`config.mk`:
```
export PLATFORM = sky130hd
export DESIGN_NAME = gups_ctrl
export DESIGN_NICKNAME = d
export VERILOG_FILES = /design/src/rtl/gups_ctrl.sv
export SDC_FILE = /design/constraint.sdc
export NUM_CORES = 1
export LEC_CHECK = 0
export CAP_MARGIN = 40
export CORE_UTILIZATION = 51
export CTS_CLUSTER_SIZE = 16
export DETAILED_ROUTE_END_ITERATION = 10
export PLACE_DENSITY = 0.87
export SLEW_MARGIN = 20
export SYNTH_ARGS = -nofsm -noshare
export SYNTH_HDL_FRONTEND = slang
export SYNTH_SLANG_ARGS = --single-unit
```
`constraint.sdc`:
```
create_clock -name clk_i -period 14.8 [get_ports clk_i]
set_input_delay 2.96 -clock clk_i [delete_from_list [all_inputs] [get_ports clk_i]]
set_output_delay 2.96 -clock clk_i [all_outputs]
set_load 0.005 [all_outputs]
```
`src/rtl/gups_ctrl.sv`:
```
// gups_ctrl: run controller for the GUPS benchmark.
// Sits between N gups engines and the memory arbiter and gates each engine's
// req/rdy pair. A run starts on start_i, counts completed write handshakes and
// elapsed cycles, and ends at a target update count or on abort_i. In-flight
// transactions are drained before done_o is raised.
//
// Optional feature macro: GUPS_CTRL_PERCNT_EN (per-engine update counters).
//
// Ports:
//   clk_i        system clock
//   reset_i      asynchronous reset, active-low
//   eng_req_i    req from engine i
//   eng_wr_i     wr from engine i
//   eng_rdy_o    rdy to engine i (combinational: arb_req & arb_rdy)
//   arb_req_o    gated req to arbiter port i (combinational)
//   arb_wr_o     wr to arbiter port i (= eng_wr_i)
//   arb_rdy_i    rdy from arbiter port i
//   start_i      1-cycle pulse: begin run
//   abort_i      1-cycle pulse: stop run early
//   target_i     update count that ends the run, sampled on start
//   busy_o       high in RUN or DRAIN
//   done_o       high in DONE
//   updates_o    completed write handshakes in this run
//   cycles_o     cycles spent in RUN plus DRAIN
//   upd_cnt_o    per-engine update counts (zero unless GUPS_CTRL_PERCNT_EN)
module gups_ctrl #(
    parameter int unsigned N     = 4,
    parameter int unsigned CNT_W = 48
) (
    input  logic               clk_i,
    input  logic               reset_i,
    input  logic [N-1:0]       eng_req_i,
    input  logic [N-1:0]       eng_wr_i,
    output logic [N-1:0]       eng_rdy_o,
    output logic [N-1:0]       arb_req_o,
    output logic [N-1:0]       arb_wr_o,
    input  logic [N-1:0]       arb_rdy_i,
    input  logic               start_i,
    input  logic               abort_i,
    input  logic [CNT_W-1:0]   target_i,
    output logic               busy_o,
    output logic               done_o,
    output logic [CNT_W-1:0]   updates_o,
    output logic [CNT_W-1:0]   cycles_o,
    output logic [N*CNT_W-1:0] upd_cnt_o
);

    localparam int unsigned POP_W = $clog2(N + 1);
    localparam int unsigned SUM_W = CNT_W + 1;

    typedef enum logic [1:0] {
        S_IDLE  = 2'd0,
        S_RUN   = 2'd1,
        S_DRAIN = 2'd2,
        S_DONE  = 2'd3
    } state_e;

    state_e            state_q, state_d;
    logic [CNT_W-1:0]  target_q, updates_q, cycles_q;
    logic [N-1:0]      inflight_q, inflight_d;
    logic              busy_q, done_q;

    logic [N-1:0]      arb_req_c;
    logic [N-1:0]      wr_hs_c;
    logic              clr_c;
    logic              count_en_c;
    logic              start_ok_c;
    logic [POP_W-1:0]  pop_c;
    logic [SUM_W-1:0]  upd_sum_c;
    logic [CNT_W-1:0]  upd_sat_c;
    logic [CNT_W-1:0]  cyc_sat_c;

    // abort wins over a simultaneous start
    assign start_ok_c = start_i & ~abort_i;

    // state register
    always_ff @(posedge clk_i or negedge reset_i) begin
        if (!reset_i) begin
            state_q <= S_IDLE;
        end else begin
            state_q <= state_d;
        end
    end

    // next-state logic
    always_comb begin
        state_d = state_q;
        case (state_q)
            S_IDLE, S_DONE: begin
                if (start_ok_c) begin
                    state_d = (target_i == '0) ? S_DONE : S_RUN;
                end
            end
            S_RUN: begin
                if (abort_i || (upd_sat_c >= target_q)) begin
                    state_d = S_DRAIN;
                end
            end
            S_DRAIN: begin
                // leave once nothing will be outstanding after this cycle
                if (inflight_d == '0) begin
                    state_d = S_DONE;
                end
            end
            default: state_d = S_IDLE;
        endcase
    end

    // output / control decode
    always_comb begin
        arb_req_c  = '0;
        count_en_c = 1'b0;
        clr_c      = 1'b0;
        case (state_q)
            S_IDLE, S_DONE: begin
                clr_c = start_ok_c;
            end
            S_RUN: begin
                arb_req_c  = eng_req_i;
                count_en_c = 1'b1;
            end
            S_DRAIN: begin
                // only transactions already presented may finish
                arb_req_c  = eng_req_i & inflight_q;
                count_en_c = 1'b1;
            end
            default: ;
        endcase
    end

    assign wr_hs_c    = arb_req_c & eng_wr_i & arb_rdy_i;
    assign inflight_d = (arb_req_c & ~arb_rdy_i) | (inflight_q & ~arb_req_c);

    // number of write completions this cycle
    always_comb begin
        pop_c = '0;
        for (int unsigned i = 0; i < N; i++) begin
            pop_c = pop_c + POP_W'(wr_hs_c[i]);
        end
    end

    assign upd_sum_c = {1'b0, updates_q} + SUM_W'(pop_c);
    assign upd_sat_c = upd_sum_c[CNT_W] ? '1 : upd_sum_c[CNT_W-1:0];
    assign cyc_sat_c = (cycles_q == '1) ? cycles_q : cycles_q + CNT_W'(1);

    // run counters and target latch
    always_ff @(posedge clk_i or negedge reset_i) begin
        if (!reset_i) begin
            target_q  <= '0;
            updates_q <= '0;
            cycles_q  <= '0;
        end else if (clr_c) begin
            target_q  <= target_i;
            updates_q <= '0;
            cycles_q  <= '0;
        end else if (count_en_c) begin
            updates_q <= upd_sat_c;
            cycles_q  <= cyc_sat_c;
        end
    end

    // outstanding (presented but not accepted) transactions
    always_ff @(posedge clk_i or negedge reset_i) begin
        if (!reset_i) begin
            inflight_q <= '0;
        end else begin
            inflight_q <= inflight_d;
        end
    end

    // status flags
    always_ff @(posedge clk_i or negedge reset_i) begin
        if (!reset_i) begin
            busy_q <= 1'b0;
            done_q <= 1'b0;
        end else begin
            busy_q <= (state_d == S_RUN) || (state_d == S_DRAIN);
            done_q <= (state_d == S_DONE);
        end
    end

`ifdef GUPS_CTRL_PERCNT_EN
    // per-engine write completion counters
    for (genvar g = 0; g < N; g++) begin : g_pcnt
        logic [CNT_W-1:0] pcnt_q;
        always_ff @(posedge clk_i or negedge reset_i) begin
            if (!reset_i) begin
                pcnt_q <= '0;
            end else if (clr_c) begin
                pcnt_q <= '0;
            end else if (count_en_c && wr_hs_c[g] && (pcnt_q != '1)) begin
                pcnt_q <= pcnt_q + CNT_W'(1);
            end
        end
        assign upd_cnt_o[g*CNT_W +: CNT_W] = pcnt_q;
    end
`else
    assign upd_cnt_o = '0;
`endif

    assign arb_req_o = arb_req_c;
    assign arb_wr_o  = eng_wr_i;
    assign eng_rdy_o = arb_req_c & arb_rdy_i;
    assign busy_o    = busy_q;
    assign done_o    = done_q;
    assign updates_o = updates_q;
    assign cycles_o  = cycles_q;

endmodule

```
==> flow_metrics.tcl <==
set metrics [dict create \
    slew-limit-headroom 0.5049 \
    powerDensity_nw_per_um2 122.9 \
    ctsResizeCount 0 \
    dp_hpwl_um 22590 \
    synthTopCellsByArea "dfrtp_1 33%, buf_4 13%, ha_1 5.9%, nand2_1 5.8%, o21ai_0 5.1%" \
    netlist.area_leader.share 0.3340 \
    numCtsBuffers 17 \
    firstDrtPassIters 5 \
    setup_viol 0 \
    rsz0062_at_grt "no" \
    synth_area_leader_cell "dfrtp_1" \
    crit_chain "clkdlybuf4s50_1 > nand2b_1 > nor2_1 > and2_1 > nand2_1 > fa_1 > fa_1 > inv_1 > fa_1 > nand2_1 > or4_1 > nor4_2 > and2_1 > nor2_1 > nand2_1 > ha_1 > a21oi_1 > o21ai_0 > a221oi_1 > o21ai_0 > a211oi_1 > a311o_1 > ha_1" \
    fin_tns_setup_ns 0 \
    grtUsageTotal 0.2758 \
    status "completed" \
    die-area_um2 22930 \
    nFillCells 1874 \
    r2r_start "state_q[0]$_DFF_PN0_" \
    ys_seq_elements 152 \
    syn2layout_area_growth_pct 16.01 \
    die_h_um 151.4 \
    critical-path-top-delay-family "simple AND/OR/NAND/NOR gates" \
    viasPerCell 5.658 \
    fin_crit_ns 9.428 \
    critPathLaunch "eng_req_i[0]" \
    avgSynthCellArea_um2 8.224 \
    gp_congestion 0.9053 \
    worstSetupPathType "input pin to flip-flop" \
    io_buffers 173 \
    slew_violations 0 \
    ir_worst_vdd_uv 209.7 \
    yosys_warnings 0 \
    wl_per_cell_um 17.43 \
    clk-insertion-delay-late_ns 0.44 \
    hold_start "target_q[0]$_DFFE_PN0P_" \
    synthFlopType "dfrtp_1" \
    ff_latch_area_um2 3804 \
    die_w_um 151.4 \
    synth_edf_count 0 \
    max_stage_delay_ns 0.78 \
    yosysSeqAreaShare 0.3340 \
    setup.worst_path.end_class "flip-flop" \
    drt_iter0_markers 802 \
    grt_first_pass_wirelength_um 48830 \
    grt_max_degree 97 \
    dpl-instance-area_um2 12570 \
    first_global_vias 9264 \
    clk_pin_slew_ns 0.07 \
    cts_hold_buf 0 \
    fmax_ghz 0.1061 \
    start_kind "input pin" \
    cts_setup_buffers 0 \
    gr-total-overflow 0 \
    final_cell_area_um2 13210 \
    totalWireLength_um 31630 \
    synth_cell_type_count 68 \
    worst_slew_pin_slew_ns 0.7426 \
    root_buffer "clkbuf_16" \
    final_nets 1643 \
    core-area_um2 21890 \
    cp_slowest_cell "or4_1" \
    clk_path_buf_depth 2 \
    async_reset_ff_frac 1.000 \
    cp_num_buf_inv 2 \
    ios 366 \
    antenna_found_initial 0 \
    worst_ep_arrival_time_ns 9.75 \
    drv_cap 0 \
    hold_viol_final 0 \
    fp-row-count 54 \
    syn_area_um2 11390 \
    antenna_left 0 \
    hold_class "flip-flop to flip-flop" \
    multi_input_area_um2 6262 \
    clock_skew_ns 0.01283 \
    cp_data_required_time_ns 15.12 \
    drive_above_1_share 0.04821 \
    min_period_over_period 0.6371 \
    cts_tree "done" \
    cts_htree_levels 4 \
    syn_inst 1385 \
    diodes 0 \
    leakage_nw 6.009 \
    start_util 0.5203 \
    vias 10270 \
    cts.sinks 152 \
    cp_max_fo 13 \
    drc_errors 0 \
]
per-layer routing:
metal | vias up | share of wire | global-route usage
li1 | 4742 | - | -
met1 | 4913 | 0.41 | 0.3533
met2 | 534 | 0.47 | 0.4534
met3 | 81 | 0.085 | 0.05813
met4 | 0 | 0.033 | 0.1065
met5 | - | 0 | 0
through the flow:
step	power [W]	cells	setup slack, ns	util	hold slack (ns)
detailed placement	0.001177	1779	5.096	0.5741	0.4762
finish	0.001624	1815	5.372	0.6036	0.4982
CTS	0.001617	1811	5.518	0.6007	0.4932
global route	0.001727	1815	5.134	0.6036	0.5180
floorplan	0.0009923	1576	6.508	-	0.4523
global placement	0.001145	1776	5.089	0.5716	0.4676
worst register-to-register path, cell delays in order (launching register included):
cell and delay [ns]:
dfrtp_1 0.41, inv_1 0.10, ha_1 0.36, nand2b_1 0.19, nor2_1 0.14, and2_1 0.19
nand2_1 0.09, fa_1 0.49, fa_1 0.49, inv_1 0.09, fa_1 0.23, nand2_1 0.11
or4_1 0.78, nor4_2 0.62, and2_1 0.61, nor2_1 0.11, nand2_1 0.10, ha_1 0.25
a21oi_1 0.14, o21ai_0 0.14, a221oi_1 0.33, o21ai_0 0.18, a211oi_1 0.60, a311o_1 0.31
ha_1 0.24
sequential cells by signal, indices dropped and copies added (netlist names):
| register | count |
|---|---|
| cycles_o | 48 |
| updates_o | 48 |
| inflight_q | 4 |
| target_q | 48 |
| busy_o | 1 |
| done_o | 1 |
| state_q | 2 |
cells in the mapped netlist, types with 5 or more instances:
library cell	number
inv_1	74
o2bb2ai_1	5
xnor2_1	25
nor4_1	25
nand4_1	34
o21a_1	11
and3_1	14
or3_1	16
mux2i_1	15
buf_4	200
ha_1	54
o211ai_1	5
a21o_1	9
nor3_1	17
and2_1	13
a31oi_1	16
a22o_1	6
dfrtp_1	152
nand2_1	177
o31ai_1	12
xor2_1	21
o21ai_0	117
a211oi_1	8
or2_2	5
a21oi_1	91
clkbuf_1	46
buf_2	14
nor2_1	55
or4_1	15
nand2b_1	12
and4_1	11
nand3_1	55
cell families after synthesis:
kind of cell / Yosys count / share of synthesized area
AOI/OAI and AO/OA: 308 / 0.1639
xor gates and xnor gates: 46 / 0.03537
adders and majority gates: 57 / 0.06459
buffers and inverters: 339 / 0.1798
DFF: 152 / 0.3340
muxes: 15 / 0.01318
other: 1 / 0.0003292
and+or+nand+nor: 467 / 0.2088
placed cells by master (no fill, tap or decap), types with 6 or more instances in the layout:
master           count
and3_1              14
nand2b_1            12
a22o_1               6
and2_1              13
buf_4               12
xor2_1              21
o31ai_1             12
ha_1                54
clkdlybuf4s50_1    172
nand2_1            177
nor3_1              17
or3_1               16
xnor2_1             25
a21o_1               9
a31oi_1             16
and4_1              11
o21ai_0            117
a21oi_1             91
a211oi_1             8
or4_1               15
dfrtp_1            152
o21a_1              11
conb_1             192
nand4_1             34
clkbuf_16           17
inv_1               74
mux2i_1             15
nand3_1             55
nor2_1              54
nor4_1              25
path summary, 6_finish.rpt:
| check | slack (ns) | endpoint | cells past startpoint |
|---|---|---|---|
| max in group asynchronous | 11.12 | updates_o[36]$_DFFE_PN0P_ | 4 |
| min in group asynchronous | 2.36 | cycles_o[25]$_DFFE_PN0P_ | 1 |
| setup / recovery | 5.37 | busy_o$_DFF_PN0_ | 23 |
| hold / removal | 0.50 | target_q[0]$_DFFE_PN0P_ | 2 |
| hold reg to reg | 0.50 | target_q[0]$_DFFE_PN0P_ | 2 |
| setup reg to reg | 7.39 | busy_o$_DFF_PN0_ | 24 |
area by class of cell:
| type | count | area share |
|---|---|---|
| Timing Repair Buffer | 191 | 0.1462 |
| Tap cell | 280 | 0.02652 |
| Inverter | 75 | 0.02131 |
| Clock inverter | 15 | 0.01193 |
| Clock buffer | 17 | 0.03220 |
| Multi-Input combinational cell | 1085 | 0.4740 |
| Sequential cell | 152 | 0.2879 |
power by group:
group          internal (W)  switching, W  leakage [nW]
clock network      0.000225      0.000208         0.276
logic              0.000219      0.000433          3.71
registers          0.000500     0.0000396          2.02
total              0.000944      0.000681          6.01
(Power assumes the default switching activity.)
==> patch 1: new RTL, same settings <==
The parameter `N` goes from 4 to 2.
--- a/src/rtl/gups_ctrl.sv
+++ b/src/rtl/gups_ctrl.sv
@@ -24,7 +24,7 @@
 //   cycles_o     cycles spent in RUN plus DRAIN
 //   upd_cnt_o    per-engine update counts (zero unless GUPS_CTRL_PERCNT_EN)
 module gups_ctrl #(
-    parameter int unsigned N     = 4,
+    parameter int unsigned N     = 2,
     parameter int unsigned CNT_W = 48
 ) (
     input  logic               clk_i,
Interface: changed (7 resized); port bits go from 366 to 258. The function was not compared with the original's and may differ.
==> patch 1 against the original RTL <==
- routed wire length shrank 9.4%
- die area is 8.9% lower
- sequential power hardly changed
- worst setup slack better by 1.1 ns
- largest power group unchanged
- sequential cell count is 2 lower
- synthesized area down 9.0%
- total power fell by 5.8%
- final area down 7.0%
==> patch 1: results (changes against the original RTL) <==
outcome=complete, no violations; VDD IR max=0.000144 V (-31%); DRT met1 WL=12.0 mm (-7.5%); WHS=0.494 ns (-0.00439 ns); routed len/inst=17.3 microns (-0.69%); Port-buffer cells=161 (-6.9%); Sw Pwr=603 uW (-11%); Adder-Cell Fraction of Synth Area=6.71% (+0.25 points); pre-CTS setup slack=6.11 ns (+1.02 ns); Layout Cells excl Fill=1656 (-8.8%); Non-CTS inverters=71 (-5.3%); crit-path max FO=57 (+44); combinational share of power=37.9% (-2.2 points); met2 WL=13.0 mm (-13%); vias in the first global route=8708 (-6.0%); Largest stage delay, worst path=0.86 ns (+0.08 ns); Area Growth Syn to Fin=18.6%; Slew headroom=45.0% (-5.4 points); GRT met1 Usage=36.9% (+1.5 points); Layout Nets=1492 (-9.2%); power in sequential cells=541 uW (about the same); placed cell area=0.0117 sq mm (-6.6%); share of layout cells above drive strength 1=4.03% (-0.79 points); Via density=5.79 (+2.2%); DP HPWL=20.8 mm (-8.1%); clkbuf count=19 (+2); non-clk buf share=14.0% (-0.64 points); compound-gate portion of the synthesized area=15.6% (-0.78 points); Reg area=0.00375 sq mm (-1.3%); Synth area leaders=dfrtp_1 36%, buf_4 7.1%, ha_1 6.5%; slowest library cell on the worst path=or4_4; Seq Cell Count=150 (-1.3%)
## patch 1: changes by cell type in the layout (fill, tap and decap cells not counted), sizes merged, moves of 7 or more
cell | unedited run | this run
conb | 192 | 96
xnor2 | 25 | 56
a21oi | 92 | 79
clkdlybuf4s50 | 172 | 160
inv | 83 | 71
nor3 | 17 | 29
xor2 | 21 | 10
nand2b | 12 | 2
or4 | 18 | 8
o31ai | 13 | 4
and3 | 14 | 22
mux2i | 15 | 7
o21a | 11 | 3
buf | 18 | 11
## patch 1: worst max-delay path by stage
stage	end	slack (ns)	cells after the start
after floorplan	busy_o$_DFF_PN0_	7.44	21
after global placement	busy_o$_DFF_PN0_	6.34	19
after detailed placement	busy_o$_DFF_PN0_	6.11	19
after CTS	busy_o$_DFF_PN0_	6.54	19
after global routing	busy_o$_DFF_PN0_	6.18	19
final	busy_o$_DFF_PN0_	6.48	19
==> patch 2: new RTL, same flow settings <==
Made on the original files. Re-encode `state_e` (4 states) as one-hot, 4 bits wide.
--- a/src/rtl/gups_ctrl.sv
+++ b/src/rtl/gups_ctrl.sv
@@ -48,11 +48,11 @@
     localparam int unsigned POP_W = $clog2(N + 1);
     localparam int unsigned SUM_W = CNT_W + 1;
 
-    typedef enum logic [1:0] {
-        S_IDLE  = 2'd0,
-        S_RUN   = 2'd1,
-        S_DRAIN = 2'd2,
-        S_DONE  = 2'd3
+    typedef enum logic [3:0] {
+        S_IDLE  = 4'b0001,
+        S_RUN   = 4'b0010,
+        S_DRAIN = 4'b0100,
+        S_DONE  = 4'b1000
     } state_e;
 
     state_e            state_q, state_d;
Check against the original RTL: no difference found for any inputs over 4 cycles, from zero or initial values and one cycle with reset_i low; so few cycles prove little.
==> patch 2 against the original RTL <==
- non-clock buffer count is 6 lower
- routed wire length is 6.9% lower
- synthesized area is 2.6% lower
- final area is 2.6% lower
- worst setup slack better by 0.90 ns
- final cell count is 5.0% lower
- sequential cell count is 2 higher
- largest cell class unchanged
Power is not compared: it rests on default switching activity, and its combinational part moved more than twofold at a synthesized area within 25%.
==> patch 2: results (changes against the original RTL) <==
sequential share of the synthesized area=34.8% (+1.4 points); clock network contribution to total cell area=4.57% (+0.16 points); non-clk buf share=14.3% (-0.27 points); vias in the first global route=8852 (-4.4%); # diodes=0 (unchanged); first-pass GRT wire length=46.1 mm (-5.7%); slew of the pin with the lowest slew margin=0.866 ns (+0.123 ns); met3 track demand over resource=5.95% (+0.13 points); Reg area=0.00385 sq mm (+1.3%); Layout fillers=1789 (-4.5%); comb_multi_in=1017 (-6.3%); RR Startpoint=state_q[1]$_DFF_PN0_; via count=9544 (-7.1%); Reg clk slew, reported paths=0.07 ns (about the same); GRT Resource Usage Total=26.4% (-1.2 points); GPL Wtd Cong=0.898 (-0.80%); Synth area leaders=dfrtp_1 35%, buf_4 13%, ha_1 5.6%; Post-CTS Resized=0 (unchanged); largest net degree at the start of global routing=79 (-19%); reg2reg path depth=20 (-17%); met2 WL=14.3 mm (-4.7%); clk buf depth=2 (unchanged); Synth Area in XOR/XNOR=5.61% (+2.1 points); DP HPWL=21.5 mm (-4.6%); WHS=0.505 ns (+0.00652 ns); hold path endpoint=target_q[0]$_DFFE_PN0P_; Async S/R FF share, synth=100% (unchanged); met2 usage in global routing=42.9% (-2.5 points); Post-synth top cells=196 x buf_4, 153 x dfrtp_1, 145 x nand2_1, 78 x o21ai_0, 76 x nor2_1; Adder-Cell Fraction of Synth Area=6.18% (-0.28 points); clkbuf count=18 (+1); Layout Nets=1554 (-5.4%); Non-CTS inverters=62 (-17%); mux share of post-synthesis cell area=1.02% (-0.30 points); skew final=0.0126 ns (-0.000198 ns); Seq Cell Count=154 (+1.3%); Cell variety after synth=75 (+10%); VDD IR max=0.0000888 V; GRT met1 Usage=34.6% (-0.77 points); initial DRC count=773 (-3.6%); share of layout cells above drive strength 1=4.69% (-0.13 points); multi-input logic portion of the cell area=46.6% (-0.75 points); signal arrival time at the worst endpoint=8.86 ns (-0.89 ns); DRT Wirelength=29.4 mm (-6.9%); pre-CTS setup slack=5.94 ns (+0.841 ns); met3 WL=2.82 mm (+4.8%); Critical Path End=state_q[1]$_DFF_PN0_; DRT met1 WL=11.7 mm (-9.4%); Largest stage delay, worst path=0.67 ns (-0.11 ns); slowest library cell on the worst path=or2_4; Non-Clock Buffer Count=185 (-3.1%); LEAKAGE=5.91 nW; crit-path max FO=57 (+44); switching portion of total power=30.4%; compound-gate portion of the synthesized area=14.7% (-1.7 points); Max Fclk=117 MHz (+11%); reg2reg setup slack=8.04 ns (+0.65 ns); Pre-antenna DRT Iters=5 (unchanged); outcome=complete, no violations; number of setup buffers added after CTS=0 (unchanged)
-- patch 2: changes by cell type in the layout (fill, tap and decap cells not counted), moves of 12 or more --
cell,before,now
a21oi_1,91,51
a311oi_1,0,19
and3_1,14,31
inv_1,74,62
nand2_1,177,145
nand3_1,55,33
nor2_1,54,76
o21ai_0,117,78
or4_1,15,2
xor2_1,21,44
-- patch 2: power groups by stage --
stage | combinational (mW) | sequential [mW] | clock (mW)
after floorplan | 0.141 | 0.478 | 0
after global placement | 0.162 | 0.481 | 0
after detailed placement | 0.172 | 0.483 | 0
after CTS | 0.174 | 0.476 | 0.446
after global routing | 0.200 | 0.479 | 0.467
final | 0.175 | 0.476 | 0.444
-- patch 2: metrics by stage --
| stage | instance area (sq um) | std cells |
|---|---|---|
| finish | 12900 | 1725 |
| global placement | 12200 | 1688 |
| detailed placement | 12300 | 1691 |
| CTS | 12900 | 1723 |
| global route | 12900 | 1725 |
| floorplan | 11800 | 1487 |
